==> config.mk <==
export PLATFORM = sky130hd
export DESIGN_NAME = dffce_rr_arbiter
export DESIGN_NICKNAME = d
export VERILOG_FILES = /design/src/rtl/dffce_arb_pkg.sv /design/src/rtl/dffce_rr_pick.sv /design/src/rtl/dffce_rr_arbiter.sv
export SDC_FILE = /design/constraint.sdc
export NUM_CORES = 1
export LEC_CHECK = 0
export CAP_MARGIN = 20
export CORE_MARGIN = 5
export CORE_UTILIZATION = 34
export CTS_BUF_LIST = sky130_fd_sc_hd__clkbuf_8
export DETAILED_ROUTE_END_ITERATION = 12
export MAX_ROUTING_LAYER = met4
export PLACE_DENSITY_LB_ADDON = 0.08
export SLEW_MARGIN = 0
export SYNTH_ARGS = -nofsm -noshare
export SYNTH_HDL_FRONTEND = slang
export SYNTH_SLANG_ARGS = --single-unit
==> constraint.sdc <==
create_clock -name CLK -period 2.39 [get_ports CLK]
set_input_delay 0.3585 -clock CLK [delete_from_list [all_inputs] [get_ports CLK]]
set_output_delay 0.3585 -clock CLK [all_outputs]
set_load 0.005 [all_outputs]
==> src/rtl/dffce_arb_pkg.sv <==
// Shared types and elaboration helpers for the DFFCE round-robin arbiter.
package dffce_arb_pkg;

  typedef enum logic {
    IDLE  = 1'b0,
    OWNED = 1'b1
  } arb_state_e;

  localparam int MAX_REQ = 16;

  function automatic int clog2(input int n);
    int r;
    r = 0;
    while ((1 << r) < n) r++;
    return r;
  endfunction

  // OR-reduction of set-bit positions; exact for one-hot or all-zero input.
  function automatic int onehot_to_idx(input logic [MAX_REQ-1:0] oh);
    int r;
    r = 0;
    for (int i = 0; i < MAX_REQ; i++) begin
      if (oh[i]) r = r | i;
    end
    return r;
  endfunction

endpackage

==> src/rtl/dffce_rr_pick.sv <==
// Combinational round-robin picker: first set request strictly after ptr_i, wrapping.
module dffce_rr_pick
  import dffce_arb_pkg::*;
#(
  parameter int NUM_REQ = 4,
  parameter int IW      = clog2(NUM_REQ)
) (
  input  logic [NUM_REQ-1:0] req_i,
  input  logic [IW-1:0]      ptr_i,
  output logic               valid_o,
  output logic [IW-1:0]      idx_o
);

  logic [NUM_REQ-1:0] win;
  logic [MAX_REQ-1:0] win_ext;
  logic [IW-1:0]      scan_idx;
  logic               found;

  // NOTE: every variable written in always_comb gets a default first so no latch is inferred.
  always_comb begin
    win      = '0;
    found    = 1'b0;
    scan_idx = ptr_i;
    for (int k = 1; k <= NUM_REQ; k++) begin
      scan_idx = IW'((int'(ptr_i) + k) % NUM_REQ);
      if (!found && req_i[scan_idx]) begin
        win[scan_idx] = 1'b1;
        found         = 1'b1;
      end
    end
  end

  always_comb begin
    win_ext              = '0;
    win_ext[NUM_REQ-1:0] = win;
  end

  assign valid_o = found;
  assign idx_o   = IW'(onehot_to_idx(win_ext));

endmodule

==> src/rtl/dffce_rr_arbiter.sv <==
// Round-robin owner arbitration in front of one shared CLEAR/CE/D/Q register.
// Optional grant watchdog and WDOG_FIRE port: define DFFCE_RR_ARBITER_WATCHDOG_EN.
module dffce_rr_arbiter
  import dffce_arb_pkg::*;
#(
  parameter int               NUM_REQ  = 4,
  parameter int               WIDTH    = 8,
  parameter logic [WIDTH-1:0] INIT     = {WIDTH{1'b0}},
  parameter int               MAX_HOLD = 16
) (
  input  logic                      CLK,
  input  logic                      CLEAR,
  input  logic [NUM_REQ-1:0]        REQ,
  input  logic [NUM_REQ-1:0]        WE,
  input  logic [NUM_REQ*WIDTH-1:0]  D,
  output logic [NUM_REQ-1:0]        GNT,
  output logic [clog2(NUM_REQ)-1:0] OWNER,
  output logic                      BUSY,
  output logic                      CE,
  output logic [WIDTH-1:0]          Q
`ifdef DFFCE_RR_ARBITER_WATCHDOG_EN
  ,
  output logic                      WDOG_FIRE
`endif
);

  localparam int IW = clog2(NUM_REQ);

  if (NUM_REQ < 2 || NUM_REQ > MAX_REQ || MAX_HOLD < 2) begin : g_bad_param
    $error("dffce_rr_arbiter: NUM_REQ must be 2..16 and MAX_HOLD >= 2");
  end

  arb_state_e         state_q, state_d;
  logic [NUM_REQ-1:0] gnt_q, gnt_d;
  logic [IW-1:0]      owner_q, owner_d;
  logic [IW-1:0]      ptr_q, ptr_d;
  // Holds Q ^ INIT, so a register that powers up at zero presents INIT until the first CLEAR.
  logic [WIDTH-1:0]   qx_q, qx_d;

  logic [WIDTH-1:0]   d_slice [NUM_REQ];
  logic [NUM_REQ-1:0] pick_req;
  logic               pick_valid;
  logic [IW-1:0]      pick_idx;
  logic               owner_req;
  logic               wdog_force;
  logic               grant_new;

  for (genvar i = 0; i < NUM_REQ; i++) begin : g_slice
    assign d_slice[i] = D[i*WIDTH +: WIDTH];
  end

  assign owner_req = REQ[owner_q];
  assign BUSY      = |gnt_q;
  assign CE        = BUSY & owner_req & WE[owner_q] & ~wdog_force;
  assign pick_req  = (state_q == OWNED) ? (REQ & ~gnt_q) : REQ;

  dffce_rr_pick #(
    .NUM_REQ (NUM_REQ),
    .IW      (IW)
  ) u_pick (
    .req_i   (pick_req),
    .ptr_i   (ptr_q),
    .valid_o (pick_valid),
    .idx_o   (pick_idx)
  );

`ifdef DFFCE_RR_ARBITER_WATCHDOG_EN
  localparam int HW = clog2(MAX_HOLD);

  logic [HW-1:0] hold_q, hold_d;
  logic          wdog_q;
  logic          hold_last;

  assign hold_last  = (hold_q == HW'(MAX_HOLD - 1));
  assign wdog_force = (state_q == OWNED) && owner_req && hold_last && (|(REQ & ~gnt_q));
  assign WDOG_FIRE  = wdog_q;

  always_comb begin
    hold_d = hold_q;
    if (grant_new) begin
      hold_d = '0;
    end else if (state_q == OWNED && !hold_last) begin
      hold_d = hold_q + 1'b1;
    end
  end

  always_ff @(posedge CLK or posedge CLEAR) begin
    if (CLEAR) begin
      hold_q <= '0;
      wdog_q <= 1'b0;
    end else begin
      hold_q <= hold_d;
      wdog_q <= wdog_force;
    end
  end
`else
  assign wdog_force = 1'b0;
`endif

  always_comb begin
    state_d   = state_q;
    gnt_d     = gnt_q;
    owner_d   = owner_q;
    ptr_d     = ptr_q;
    grant_new = 1'b0;
    case (state_q)
      IDLE: begin
        if (pick_valid) grant_new = 1'b1;
      end
      OWNED: begin
        if (!owner_req || wdog_force) begin
          if (pick_valid) begin
            grant_new = 1'b1;
          end else begin
            state_d = IDLE;
            gnt_d   = '0;
          end
        end
      end
    endcase
    if (grant_new) begin
      state_d           = OWNED;
      gnt_d             = '0;
      gnt_d[pick_idx]   = 1'b1;
      owner_d           = pick_idx;
      ptr_d             = pick_idx;
    end
  end

  assign qx_d = CE ? (d_slice[owner_q] ^ INIT) : qx_q;

  // NOTE: sequential state uses non-blocking assignments so every register samples pre-edge values.
  always_ff @(posedge CLK or posedge CLEAR) begin
    if (CLEAR) begin
      state_q <= IDLE;
      gnt_q   <= '0;
      owner_q <= '0;
      ptr_q   <= IW'(NUM_REQ - 1);
      qx_q    <= INIT;
    end else begin
      state_q <= state_d;
      gnt_q   <= gnt_d;
      owner_q <= owner_d;
      ptr_q   <= ptr_d;
      qx_q    <= qx_d;
    end
  end

  assign GNT   = gnt_q;
  assign OWNER = owner_q;
  assign Q     = qx_q ^ INIT;

endmodule

* Yosys cells after proc, flatten, opt, wreduce, memory -nomap -nowiden
Cells that the tools add are included.
** Cells by class
- Add/subtract/negate cells :: 4
- Magnitude comparators :: 12
- Eq/ne operators :: 2
- Multiplexer cells :: 47
- Bitwise logic cells :: 9
- Reductions and logical operators :: 14
** Operator list (count)
- 4-bit 2-to-1 mux :: 9
- 1-bit 2-to-1 mux :: 21
- 2-bit by 3-bit < comparator with 1-bit output, second input constant :: 6
- 8-bit binary-select mux with 2-bit select :: 1
- 8-bit 2-to-1 mux :: 2
- 1-bit binary-select mux with 2-bit select :: 6
- 4-bit OR :: 3
- 1-bit demux with 2-bit select :: 5
- 2-bit by 1-bit >= comparator with 1-bit output, second input constant :: 5
- 1-bit logical AND :: 8
- 2-bit by 1-bit adder with 2-bit output, second input constant :: 2
- 2-bit adder, second input constant :: 2
- 4-bit bitwise AND :: 1
- 2-bit 2-to-1 mux :: 2
- 2-bit by 1-bit != test with 1-bit output, second input constant :: 2
- 4-bit NOT :: 1
- 4-bit OR reduction :: 1
- 3-bit >= comparator, second input constant :: 1
- 1-bit zero test :: 3
- 2-bit NOT with 3-bit output :: 1
- 3-bit AND reduction :: 1
- 1-bit bitwise AND :: 2
- 1-bit one-hot mux with 2 select lines :: 1
- 2-bit nonzero test :: 1
- 1-bit NOT :: 1
** Storage, ports and cells
- Flip-flop bits (word level) :: 17
- Input bits :: 42
- Output and inout port bits :: 16
- Logic and storage cells :: 93

* Depth between registers and ports, before layout
Gate-level depths: netlist of the first run.
- Depth in word-level cells :: 23
- Depth in mapped cells :: 8
- Gate-level depth less buffers :: 7

* Cells and area by module
Synthesis of the first run repeated with hierarchy kept, for this count alone.
** Second synthesis, totals
- Cell total of the unflattened synthesis :: 119
- Area, all modules :: 1372.6 um^2
** Modules (own cells, without submodules)
- dffce_rr_arbiter :: instances 1, cells an instance 69, area an instance 987.2 um^2
- dffce_rr_pick :: instances 1, cells an instance 50, area an instance 385.4 um^2

* Worst setup path after synthesis of the first run
Ideal clock, no wire load.
- Path kind :: register to register
- From :: register ptr_q[0]
- To :: register gnt_q[3] (netlist: GNT[3])
- Setup time :: 0.121 ns
- Data arrival time :: 2.076 ns
- Slack :: 0.193 ns
- Cell stages (with the launch flop) :: 9
- Cells stage by stage :: dfstp_2 buf_4 inv_2 ha_1 mux2i_4 mux2i_1 a221oi_2 o21ai_1 a22o_2
** Between the ends
- Cells in the longest elaborated chain, start to end :: 21
- Elaborated cells between the ends (all ways) :: 65
- Those cells by class :: add/sub: 4; order compare: 10; eq/ne: 2; mux: 33; bitwise: 3; reduce/logical: 13
** RTL lines
- from (decl) :: line dffce_rr_arbiter.sv:36 : logic [IW-1:0] ptr_q, ptr_d;
- from (signal assigned) :: line dffce_rr_arbiter.sv:138 : ptr_q <= IW'(NUM_REQ - 1);
- from (signal assigned) :: line dffce_rr_arbiter.sv:144 : ptr_q <= ptr_d;
- parallel branches: the longest is 21 deep, another holds 2-bit by 3-bit < comparator with 1-bit output
- to (signal assigned) :: line dffce_rr_arbiter.sv:142 : gnt_q <= gnt_d;
- to (decl) :: line dffce_rr_arbiter.sv:34 : logic [NUM_REQ-1:0] gnt_q, gnt_d;
Parallel ways; which one is timed is not known. The select of a mux whose other input is x is not followed.
A chain may end at the register's enable or synchronous reset.

* Final worst setup path of the first run
- From :: input REQ[3]
- To :: output CE
** Between the ends
- Cells in the longest elaborated chain, start to end :: 4
** RTL lines
- from (decl) :: line dffce_rr_arbiter.sv:13 : input logic [NUM_REQ-1:0] REQ,
- 1-bit binary-select mux with 2-bit select :: line dffce_rr_arbiter.sv:52 : assign owner_req = REQ[owner_q];
- 1-bit 2-to-1 mux (implied by the code) :: line dffce_rr_arbiter.sv:52
- 1-bit bitwise AND (2 in a row) :: line dffce_rr_arbiter.sv:54 : assign CE = BUSY & owner_req & WE[owner_q] & ~wdog_force;
- to (decl) :: line dffce_rr_arbiter.sv:19 : output logic CE,
Every way passes these cells. The select of a mux whose other input is x is not followed.

==> results of run 1 <==
[state kept, by name, indices dropped and copies added (netlist names)]
| signal | cells |
|---|---|
| GNT | 4 |
| OWNER | 2 |
| Q | 8 |
| ptr_q | 2 |
| state_q | 1 |
[synth_stat cells, types with 2 or more instances]
cell type | number | share of area
dfrtp_1 | 15 | 0.29
nand2_1 | 12 | 0.035
mux4_2 | 11 | 0.19
mux2_2 | 10 | 0.088
ha_1 | 7 | 0.068
inv_1 | 6 | 0.018
mux2i_1 | 5 | 0.039
nand3_1 | 4 | 0.016
o21a_1 | 4 | 0.023
o21ai_1 | 4 | 0.016
a221oi_2 | 3 | 0.035
a21boi_0 | 2 | 0.012
a21boi_1 | 2 | 0.012
a21oi_2 | 2 | 0.014
dfstp_2 | 2 | 0.041
or2_2 | 2 | 0.0098
or3_1 | 2 | 0.0098
[stage by stage]
step	cell area, sq um	cells	utilization	TNS (ns)	hold WS, ns
final	2030	223	0.555	0	0.508
after global routing	2030	223	0.555	0	0.529
after CTS	2020	223	0.553	0	0.512
after detailed placement	1980	219	0.541	-1.13	0.497
after global placement	1980	219	0.541	-0.663	0.488
after floorplan	1280	106	-	0	0.283
[path summary, 6_finish.rpt]
| check | start | to | slack, ns | depth (start not counted) |
|---|---|---|---|---|
| max reg2reg | ptr_q[0] | GNT[3] | 0.20 | 7 |
| min in group CLK | Q[3] | Q[3] | 0.51 | 1 |
| min reg2reg | Q[3] | Q[3] | 0.51 | 1 |
| max | REQ[3] | CE | 0.1 | 5 |
| min | CLEAR | state_q | 0.51 | 2 |
| max in group asynchronous | CLEAR | GNT[0] | 1.45 | 2 |
[cell families after synthesis]
kind of cell / Yosys count / share of synthesized area
buffers and inverters: 10 / 0.0332
flip-flops: 17 / 0.334
AND/OR/NAND/NOR: 24 / 0.0907
adder cells (fa/ha/maj): 7 / 0.0683
AO/OA/AOI/OAI: 21 / 0.137
multiplexers: 27 / 0.338
[worst max-delay path: stages]
cell             delay, ns
clkdlybuf4s50_1       0.44
mux4_2                0.53
nand3_1               0.11
inv_1                 0.04
clkdlybuf4s50_1       0.45
[layout make-up]
class / count / share of cell area
Clock inverter: 1 / 0.00185
Multi-Input combinational cell: 79 / 0.403
Clock buffer: 3 / 0.0203
Inverter: 7 / 0.0129
Tap cell: 48 / 0.0296
Sequential cell: 17 / 0.211
Timing Repair Buffer: 68 / 0.321
[power breakdown]
group / switching [mW] / internal [mW]
clock network: 0.0933 / 0.114
registers: 0.0994 / 0.446
logic: 0.818 / 1.04
total: 1.01 / 1.60
[per-layer routing]
metal | vias to the layer above | GRT usage | part of all wire
li1 | 543 | - | -
met1 | 544 | 0.214 | 0.47
met2 | 42 | 0.232 | 0.46
met3 | 2 | 0.0435 | 0.064
met4 | 0 | 0.0188 | 0.0025
met5 | - | - | 0
[cells in the final DEF, fill, tap and decap left out, drive strengths merged]
| master | Yosys | layout |
|---|---|---|
| a21oi | 3 | 3 |
| o41ai | 1 | 1 |
| nand3 | 5 | 5 |
| nand2 | 12 | 12 |
| or2 | 2 | 2 |
| o21ai | 4 | 4 |
| mux4 | 11 | 11 |
| nor3 | 1 | 1 |
| clkdlybuf4s50 | 0 | 57 |
| mux2i | 6 | 6 |
| clkbuf | 1 | 3 |
| dfstp | 2 | 2 |
| a21boi | 4 | 4 |
| nor2 | 1 | 1 |
| mux2 | 10 | 10 |
| or3 | 2 | 2 |
| o21a | 4 | 4 |
| ha | 7 | 7 |
| a221oi | 4 | 4 |
| buf | 2 | 11 |
| a22o | 1 | 1 |
| or4 | 1 | 1 |
| dfrtp | 15 | 15 |
| inv | 7 | 8 |
==> qor.yml, run 1 <==
starting_density: 0.350
layout.area.seq_sq_um: 428
dp_hpwl_microns: 3000
numClockSinks: 17
timing.max_slew.rel_slack: 0.551
arrival_ns: 1.93
synth_unique_cells: 30
avgSynthCellArea_sq_um: 12.1
clk_latency_ns: 0.25
fin_total_pwr_mw: 2.61
synth_async_sr_flop_share: 1.00
seq_area_frac_synth: 0.334
tritoncts: "done"
reg_clk_slew_reported_paths_ns: 0.06
post_synth_instance_area_sq_um: 1280
route.detailed.vias_per_inst: 5.07
ant_nets: 0
number_of_max_slew_violations_in_the_final_report: 0
rsz0062_at_grt: "no"
placeableCoreArea_sq_um: 3660
max_cap_viol_count: 0
hold_buffers: 0
outcome: "completed"
post-route-drc-count: 0
dr.first_iter.drc_count: 26
post-route-min-period_ns: 2.29
grt_remaining_overflow: 0
critical_path_class: "input port to output port"
place.port_buffers: 57
worst-path-max-fanout: 3
finalCritPeriodShare: 0.959
die_y_microns: 71.4
antenna_violations_before_repair: 0
synth_cells: 106
areaGrowthSynthToFinish_pct: 58.4
nFillCells: 336
clock-skew-final_ns: 0.00140
postRouteWirelength_microns: 3540
synth.ff_latch_count: 17
pre_cts_slack_ns: -0.158
maxClockFrequency_ghz: 0.436
firstDrtPassIters: 4
tightest_slew_ns: 0.673
largest_net_degree_at_the_start_of_global_routing: 18
route.detailed.wl_per_inst_microns: 15.9
dieWidth_microns: 71.4
global_route_wire_length_before_repair_microns: 6020
grt.total_usage: 0.154
die_area_sq_um: 5100
cts_htree_levels: 1
ctsRootBufferMaster: "clkbuf_8"
ys.flop_type: "dfrtp_1"
cts-root-to-sink-buffers: 2
critical_path.startpoint_type: "input port"
finalWorstSetupSlack_ns: 0.0990
drive_above_1_share: 0.274
synth_edf_count: 0
power_density_nw_per_um2: 1290
gp_routability_congestion: 0.920
tritoncts.num_buffers: 3
nNetsFinal: 225
multi_input_comb_area_sq_um: 820
cp-end-kind: "output port"
ys.warnings.count: 0
ir_worst_vdd_mv: 0.561
cellLeakagePower_nw: 0.840
cts_resized: 0
synth_nets: 155
final-setup-viol-count: 0
num_rows: 22
pin_count: 58
data_required_time_of_the_worst_path_ns: 2.03
hold_path.class: "input port to async pin"
via_count: 1131
finalHoldViolCount: 0
first_global_vias: 1170
ant_cells: 0
post_cts.repair.setup_buffers: 0
Note: power is estimated with default switching activity, not from simulation.
==> run 2: changes to the inputs <==
- CAP_MARGIN: 20 -> unset
==> results of run 2 <==
The final DEF is identical to that of run 1; final timing and power are the same.
